## src/rtl/rr_mux_n_ch.sv

```systemverilog
// Round-robin N-channel multiplexer with valid/ready handshakes and a single
// registered output stage; priority rotates past each granted channel.
module rr_mux_n_ch #(
  parameter int n  = 8,
  parameter int CH = 4,
  localparam int CH_W = (CH > 1) ? $clog2(CH) : 1
) (
  input  logic            clk,
  input  logic            rst_n,
  input  logic [CH*n-1:0] in_data,
  input  logic [CH-1:0]   in_valid,
  output logic [CH-1:0]   in_ready,
  output logic [n-1:0]    out_data,
  output logic [CH_W-1:0] out_ch,
  output logic            out_valid,
  input  logic            out_ready
);

  logic [n-1:0]    data_q, data_d;
  logic [CH_W-1:0] ch_q, ch_d;
  logic [CH_W-1:0] ptr_q, ptr_d;
  logic            valid_q, valid_d;

  logic            can_load;
  logic            any;
  logic [CH_W-1:0] gnt;
  logic [n-1:0]    gnt_data;
  logic [n-1:0]    ch_data [CH];

  for (genvar k = 0; k < CH; k++) begin : g_split
    assign ch_data[k] = in_data[k*n +: n];
  end

  assign can_load = !valid_q || out_ready;
  assign any      = |in_valid;
  // Only the granted lane is selected, so X on idle lanes never reaches the register.
  assign gnt_data = ch_data[gnt];

  // Circular search starting at ptr; the sum is one bit wider so the wrap
  // works for non-power-of-two channel counts.
  always_comb begin : arb
    logic            found;
    logic [CH_W:0]   sum;
    logic [CH_W-1:0] idx;
    gnt   = ptr_q;
    found = 1'b0;
    sum   = '0;
    idx   = '0;
    for (int i = 0; i < CH; i++) begin
      sum = {1'b0, ptr_q} + (CH_W+1)'(i);
      if (sum >= (CH_W+1)'(CH)) sum = sum - (CH_W+1)'(CH);
      idx = sum[CH_W-1:0];
      if (!found && in_valid[idx]) begin
        gnt   = idx;
        found = 1'b1;
      end
    end
  end

  always_comb begin
    in_ready = '0;
    if (rst_n && can_load && any) in_ready[gnt] = 1'b1;
  end

  always_comb begin
    data_d  = data_q;
    ch_d    = ch_q;
    ptr_d   = ptr_q;
    valid_d = valid_q;
    if (can_load) begin
      if (any) begin
        data_d  = gnt_data;
        ch_d    = gnt;
        valid_d = 1'b1;
        ptr_d   = (gnt == CH_W'(CH-1)) ? '0 : gnt + CH_W'(1);
      end else begin
        valid_d = 1'b0;
      end
    end
  end

  always_ff @(posedge clk or negedge rst_n) begin
    if (!rst_n) begin
      data_q  <= '0;
      ch_q    <= '0;
      ptr_q   <= '0;
      valid_q <= 1'b0;
    end else begin
      data_q  <= data_d;
      ch_q    <= ch_d;
      ptr_q   <= ptr_d;
      valid_q <= valid_d;
    end
  end

  assign out_data  = data_q;
  assign out_ch    = ch_q;
  assign out_valid = valid_q;

  a_ready_onehot: assert property (@(posedge clk) disable iff (!rst_n) $onehot0(in_ready));
  a_ch_range:     assert property (@(posedge clk) disable iff (!rst_n) (32'(out_ch) < CH));

endmodule
```

## config.mk

```make
export PLATFORM = sky130hd
export DESIGN_NAME = rr_mux_n_ch
export DESIGN_NICKNAME = d
export VERILOG_FILES = /design/src/rtl/rr_mux_n_ch.sv
export SDC_FILE = /design/constraint.sdc
export NUM_CORES = 1
export LEC_CHECK = 0
export CAP_MARGIN = 20
export CORE_UTILIZATION = 38
export CTS_CLUSTER_SIZE = 8
export DETAILED_ROUTE_END_ITERATION = 8
export PLACE_DENSITY_LB_ADDON = 0.15
export SYNTH_ARGS = -nofsm -noshare
export SYNTH_HDL_FRONTEND = slang
export SYNTH_SLANG_ARGS = --single-unit
export TNS_END_PERCENT = 1
```

## constraint.sdc

```tcl
create_clock -name clk -period 2.7 [get_ports clk]
set_input_delay 0.405 -clock clk [delete_from_list [all_inputs] [get_ports clk]]
set_output_delay 0.405 -clock clk [all_outputs]
set_load 0.005 [all_outputs]
```

**Word level (Yosys, flattened, before mapping)**

Index checks and enable logic that the tools add are counted.
W data, S select, Z words.

- $add $sub $neg: 8
- Order comparisons: 11
- Equality and inequality tests: 1
- Muxes and demuxes: 27
- Bitwise logic cells: 1
- Reductions and logical operators: 13

Operators by type and width:

| kind | count |
|---|---|
| $mux W2 | 9 |
| $bmux W8 S2 | 1 |
| $mux W8 | 2 |
| $lt A2 B3 Y1 const B | 5 |
| $ge A3 B3 Y1 const B | 4 |
| $mux W1 | 9 |
| $bmux W1 S2 | 4 |
| $sub A2 B1 Y2 const B | 4 |
| $add A2 B2 Y3 const B | 2 |
| $logic_and A1 B1 Y1 | 6 |
| $logic_not A1 Y1 | 4 |
| $mux W4 | 1 |
| $reduce_or A4 Y1 | 1 |
| $add A2 B1 Y3 const B | 1 |
| $ge A2 B3 Y1 const B | 1 |
| $not A2 Y3 | 1 |
| $add A2 B1 Y2 const B | 1 |
| $demux W1 S2 | 1 |
| $eq A2 B2 Y1 const B | 1 |
| $ge A2 B1 Y1 const B | 1 |
| $reduce_and A2 Y1 | 1 |
| $logic_or A1 B1 Y1 | 1 |

- Flip-flop bits (word level): 13
- Input port bits: 39
- Output and inout port bits: 15
- Word-level logic and storage cells: 65

**Longest topological paths before layout**

- Word-level depth: 19
- Mapped depth: 8
- Mapped depth without buffers: 7

**Worst setup path after synthesis**

Ideal clock, no wire load.

- Path kind: register -> register
- Start: register ptr_q[1]
- End: register data_q[0] (netlist: out_data[0])
- Library setup time: 0.126 ns
- Arrival time: 1.997 ns
- Required time: 2.574 ns
- Setup slack: 0.577 ns
- Cell stages (with the launch flop): 8
- Buffers on the path: 1
- Period minus slack after synthesis: 2.123 ns
- Path through: dfrtp_1 -> nor2b_2 -> a2111oi_4 -> nor2_4 -> inv_2 -> buf_12 -> mux2_4 -> a221o_1

- Word-level cells in the longest chain between the ends: 18
- Elaborated cells on any way between the ends: 40
- Those cells by class: add/sub: 7; order compare: 4; mux: 22; bitwise: 1; reduce/logical: 6

Ends and longest elaborated chain:

| what | line | RTL |
|---|---|---|
| start, declared | 21 | `logic [CH_W-1:0] ptr_q, ptr_d;` |
| start signal, assigned | 91 | `ptr_q <= ptr_d;` |
| parallel branches: the longest is 13 deep, another holds $add A2 B1 Y3 | n/a |  |
| $mux W2 (*) | 53 | `if (!found && in_valid[idx]) begin` |
| $not A2 Y3 (implied by the code) (*) | 37 | `assign gnt_data = ch_data[gnt];` |
| $bmux W8 S2 (*) | 37 |  |
| $mux W8 (implied by the code) (*) (2 in series) | 37 |  |
| end signal, assigned | 89 | `data_q <= data_d;` |
| end, declared | 19 | `logic [n-1:0] data_q, data_d;` |

Mark *: on every way between the ends. The select of a mux whose other input is x is not followed.
A chain may end at the register's enable or synchronous reset.

**Final worst setup path**

- Start: register ptr_q[1]
- End: output in_ready[3]

- Word-level cells in the longest chain between the ends: 19
- Elaborated cells on any way between the ends: 42
- Those cells by class: add/sub: 7; order compare: 6; mux: 22; reduce/logical: 7

Ends and longest elaborated chain:

| what | line | RTL |
|---|---|---|
| parallel branches: the longest is 13 deep, another holds $add A2 B1 Y3 | n/a |  |
| $mux W2 (*) | 53 |  |
| $lt A2 B3 Y1 (implied by the code) / $ge A2 B1 Y1 (equally long branches) | 62 | `if (rst_n && can_load && any) in_ready[gnt] = 1'b1;` |
| $logic_and A1 B1 Y1 (implied by the code) | 62 |  |
| $mux W1 (implied by the code) | 62 |  |
| $demux W1 S2 (*) | 62 |  |
| $mux W4 (*) | 62 |  |
| end, declared | 12 | `output logic [CH-1:0] in_ready,` |

Marks and branches as above.

==> flow_metrics.py <==
metrics = {
    "run_status": {
        "outcome": "complete, no violations",
    },
    "global_route": {
        "met1_usage_pct": 26.51,
        "grt_pass1_wl_um": 4616,
        "gr-usage-met3_pct": 4.094,
        "grt-ovfl-total": 0,
        "grt_pass1_vias": 1090,
        "grt_max_degree": 15,
        "track_usage_pct": 23.75,
        "antenna_found_initial": 0,
        "grtUsageMet2_pct": 42.95,
        "busiest_layer": "met2",
    },
    "clocking": {
        "cts.sinks": 13,
        "cts_made_buffers": 3,
        "clock_latency_ns": 0.27,
        "clock_path_buffers": 2,
        "cts_tree": "built",
        "ctsHoldBuffers": 0,
        "clkSlewWorstSetupHoldPaths_ns": 0.08,
        "root_buffer": "clkbuf_4",
        "htreeDepth": 1,
    },
    "yosys": {
        "synth_area_um2": 943.4,
        "ys_warn_count": 0,
        "avgSynthCellArea_um2": 10.04,
        "syn-num-nets": 134,
        "ys_seq_area_share_pct": 34.48,
        "ys_types": 33,
        "ys_ff_latch": 13,
        "synth-edff-count": 0,
        "synthCells": 94,
        "synth-async-reset-ratio_pct": 100.0,
        "synthFlopType": "dfrtp_1",
    },
    "placed_design": {
        "place.gp.congestion": 0.8706,
        "dp.cells": 189,
        "dp_hpwl_um": 2287,
        "portBuffers": 53,
    },
    "setup_path": {
        "cp.arrival_ns": 2.22,
        "worstSetupPathType": "flip-flop to primary output",
        "worstPathRequired_ns": 2.30,
        "path_buf_inv": 2,
        "path_cells": "nor2b_2 > a2111oi_4 > nor2_4 > inv_2 > ha_1 > and3_1 > clkdlybuf4s50_1",
        "crit_family": "buffers and inverters",
        "cp_slowest_cell": "clkdlybuf4s50_1",
        "slowest_delay_ns": 0.49,
        "worstSetupEndpointType": "primary output",
        "worst-path-max-fanout": 3,
        "crit_path_start_kind": "flip-flop",
    },
    "final_layout": {
        "layout.nets": 207,
        "areaGrowthSynthToFinish_pct": 75.99,
        "postLayoutCoreUtil_pct": 72.95,
        "final_common_cell": "clkdlybuf4s50_1",
        "layout_common_cells": "clkdlybuf4s50_1 (48), buf_4 (17), dfrtp_1 (12)",
        "final_cells": 194,
        "drive_above_1_share_pct": 24.10,
        "n_antenna_cell": 0,
    },
    "timing": {
        "rsz0062_at_grt": "no",
        "relSlewSlack_pct": 35.82,
        "final_max_slew_viol_count": 0,
        "hold_viol": 0,
        "setup_viol": 0,
        "tns_ns": 0,
        "fin_skew_ns": 0.001417,
        "min_period_ns": 2.624,
        "min_period_over_period_pct": 97.19,
        "tightest_slew_ns": 0.9547,
        "max_freq_ghz": 0.3811,
    },
    "floorplanning": {
        "dieArea_um2": 2686,
        "rows": 17,
        "core_um2": 2276,
        "die_h_um": 51.83,
        "pin_count": 54,
        "start_util_pct": 41.45,
        "dieWidth_um": 51.83,
    },
    "route": {
        "wl_per_cell_um": 15.03,
        "drtIter0Drc": 40,
        "drc": 0,
        "num_vias": 1068,
        "first_pass_iters": 5,
        "drt-total-wl_um": 2916,
        "via_per_inst": 5.505,
        "antenna_left": 0,
    },
    "pwr": {
        "p_total_w": 0.001132,
        "leakagePower_nw": 0.7225,
        "powerDensity_nw_per_um2": 682.0,
        "vdd_drop_max_mv": 0.4575,
    },
    "flow_run": {
        "maxCapViolCount": 0,
    },
    "min_path": {
        "worstHoldPathType": "input port to async pin",
    },
}
[sequential cells by signal, summed over array words and instances, names as in the netlist]
| signal | cells |
|---|---|
| out_data | 8 |
| out_ch | 2 |
| ptr_q | 2 |
| out_valid | 1 |
[path summary, 6_finish.rpt]
kind                       startpoint          end  slack (ns)  cells after the start
setup / recovery             ptr_q[1]  in_ready[3]        0.08                      7
hold / removal                  rst_n    out_valid        0.47                      2
setup reg to reg             ptr_q[0]  out_data[4]        0.52                      5
hold reg to reg             out_ch[0]    out_ch[0]        0.48                      1
max in group asynchronous       rst_n     ptr_q[1]        2.05                      2
min in group clk            out_ch[0]    out_ch[0]        0.48                      1
[per-stage QoR]
stage          hold slack [ns]  setup WS (ns)  instance area [µm²]
2_1_floorplan           0.1094         0.5770                943.4
3_3_place_gp            0.4621        -0.1107                 1605
3_5_place_dp            0.4655        -0.2660                 1605
4_1_cts                 0.4686        0.03296                 1652
5_1_grt                 0.4792       0.002965                 1660
6_report                0.4661        0.07595                 1660
[synthesized netlist by cell type (2+ instances only)]
library cell,n,share of area [%]
a21oi_1,9,4.8
o21a_1,2,1.6
o21ai_0,9,4.8
nand3_1,8,4.2
nor2_1,3,1.2
mux2_4,7,11
a221o_1,8,8.5
nor2b_1,2,1.3
dfrtp_1,13,34
nand2_1,7,2.8
nor3_1,3,1.6
a21o_1,2,1.6
[area by class of cell]
class / count / area [µm²]
Inverter: 2 / 7.507
Timing Repair Buffer: 70 / 655.6
Tap cell: 28 / 35.03
Sequential cell: 13 / 326.6
Clock buffer: 4 / 26.28
Fill cell: 175 / 615.6
Multi-Input combinational cell: 77 / 609.3
[cells by family after synthesis]
logic type               synth area share, %
AO/OA/AOI/OAI                          29.04
AND/OR/NAND/NOR                        19.50
flip-flops                             34.48
multiplexers                           12.33
buffers and inverters                  3.315
adder cells (fa/ha/maj)                1.326
[timing repair]
action | 4_1_cts | 5_1_grt
setup endpoints to repair | 4 | 2
resized for setup | 8 | 2
buffers inserted | 1 | 0
pin swaps | 1 | 1
[worst reg2reg max path, delay by kind of cell (launching register included)]
kind	cells	cell delay [ns]
compound gates	2	0.53
flops	1	0.40
simple gates	2	1.05
buf+inv	1	0.14
[power breakdown]
group | total (W) | internal (W) | switching (W)
Clock | 0.000123 | 0.0000572 | 0.0000658
Sequential | 0.000325 | 0.000272 | 0.0000523
Combinational | 0.000685 | 0.000406 | 0.000279
[routing by layer]
metal  vias to the layer above  part of all wire (%)  wire (µm)
met5                         -                     0          0
met2                        46                    54       1587
met3                         2                   7.2        211
met1                       510                    38       1096
met4                         0                  0.72         21
li1                        510                     -          -
Power figures use the tool's default switching activity.
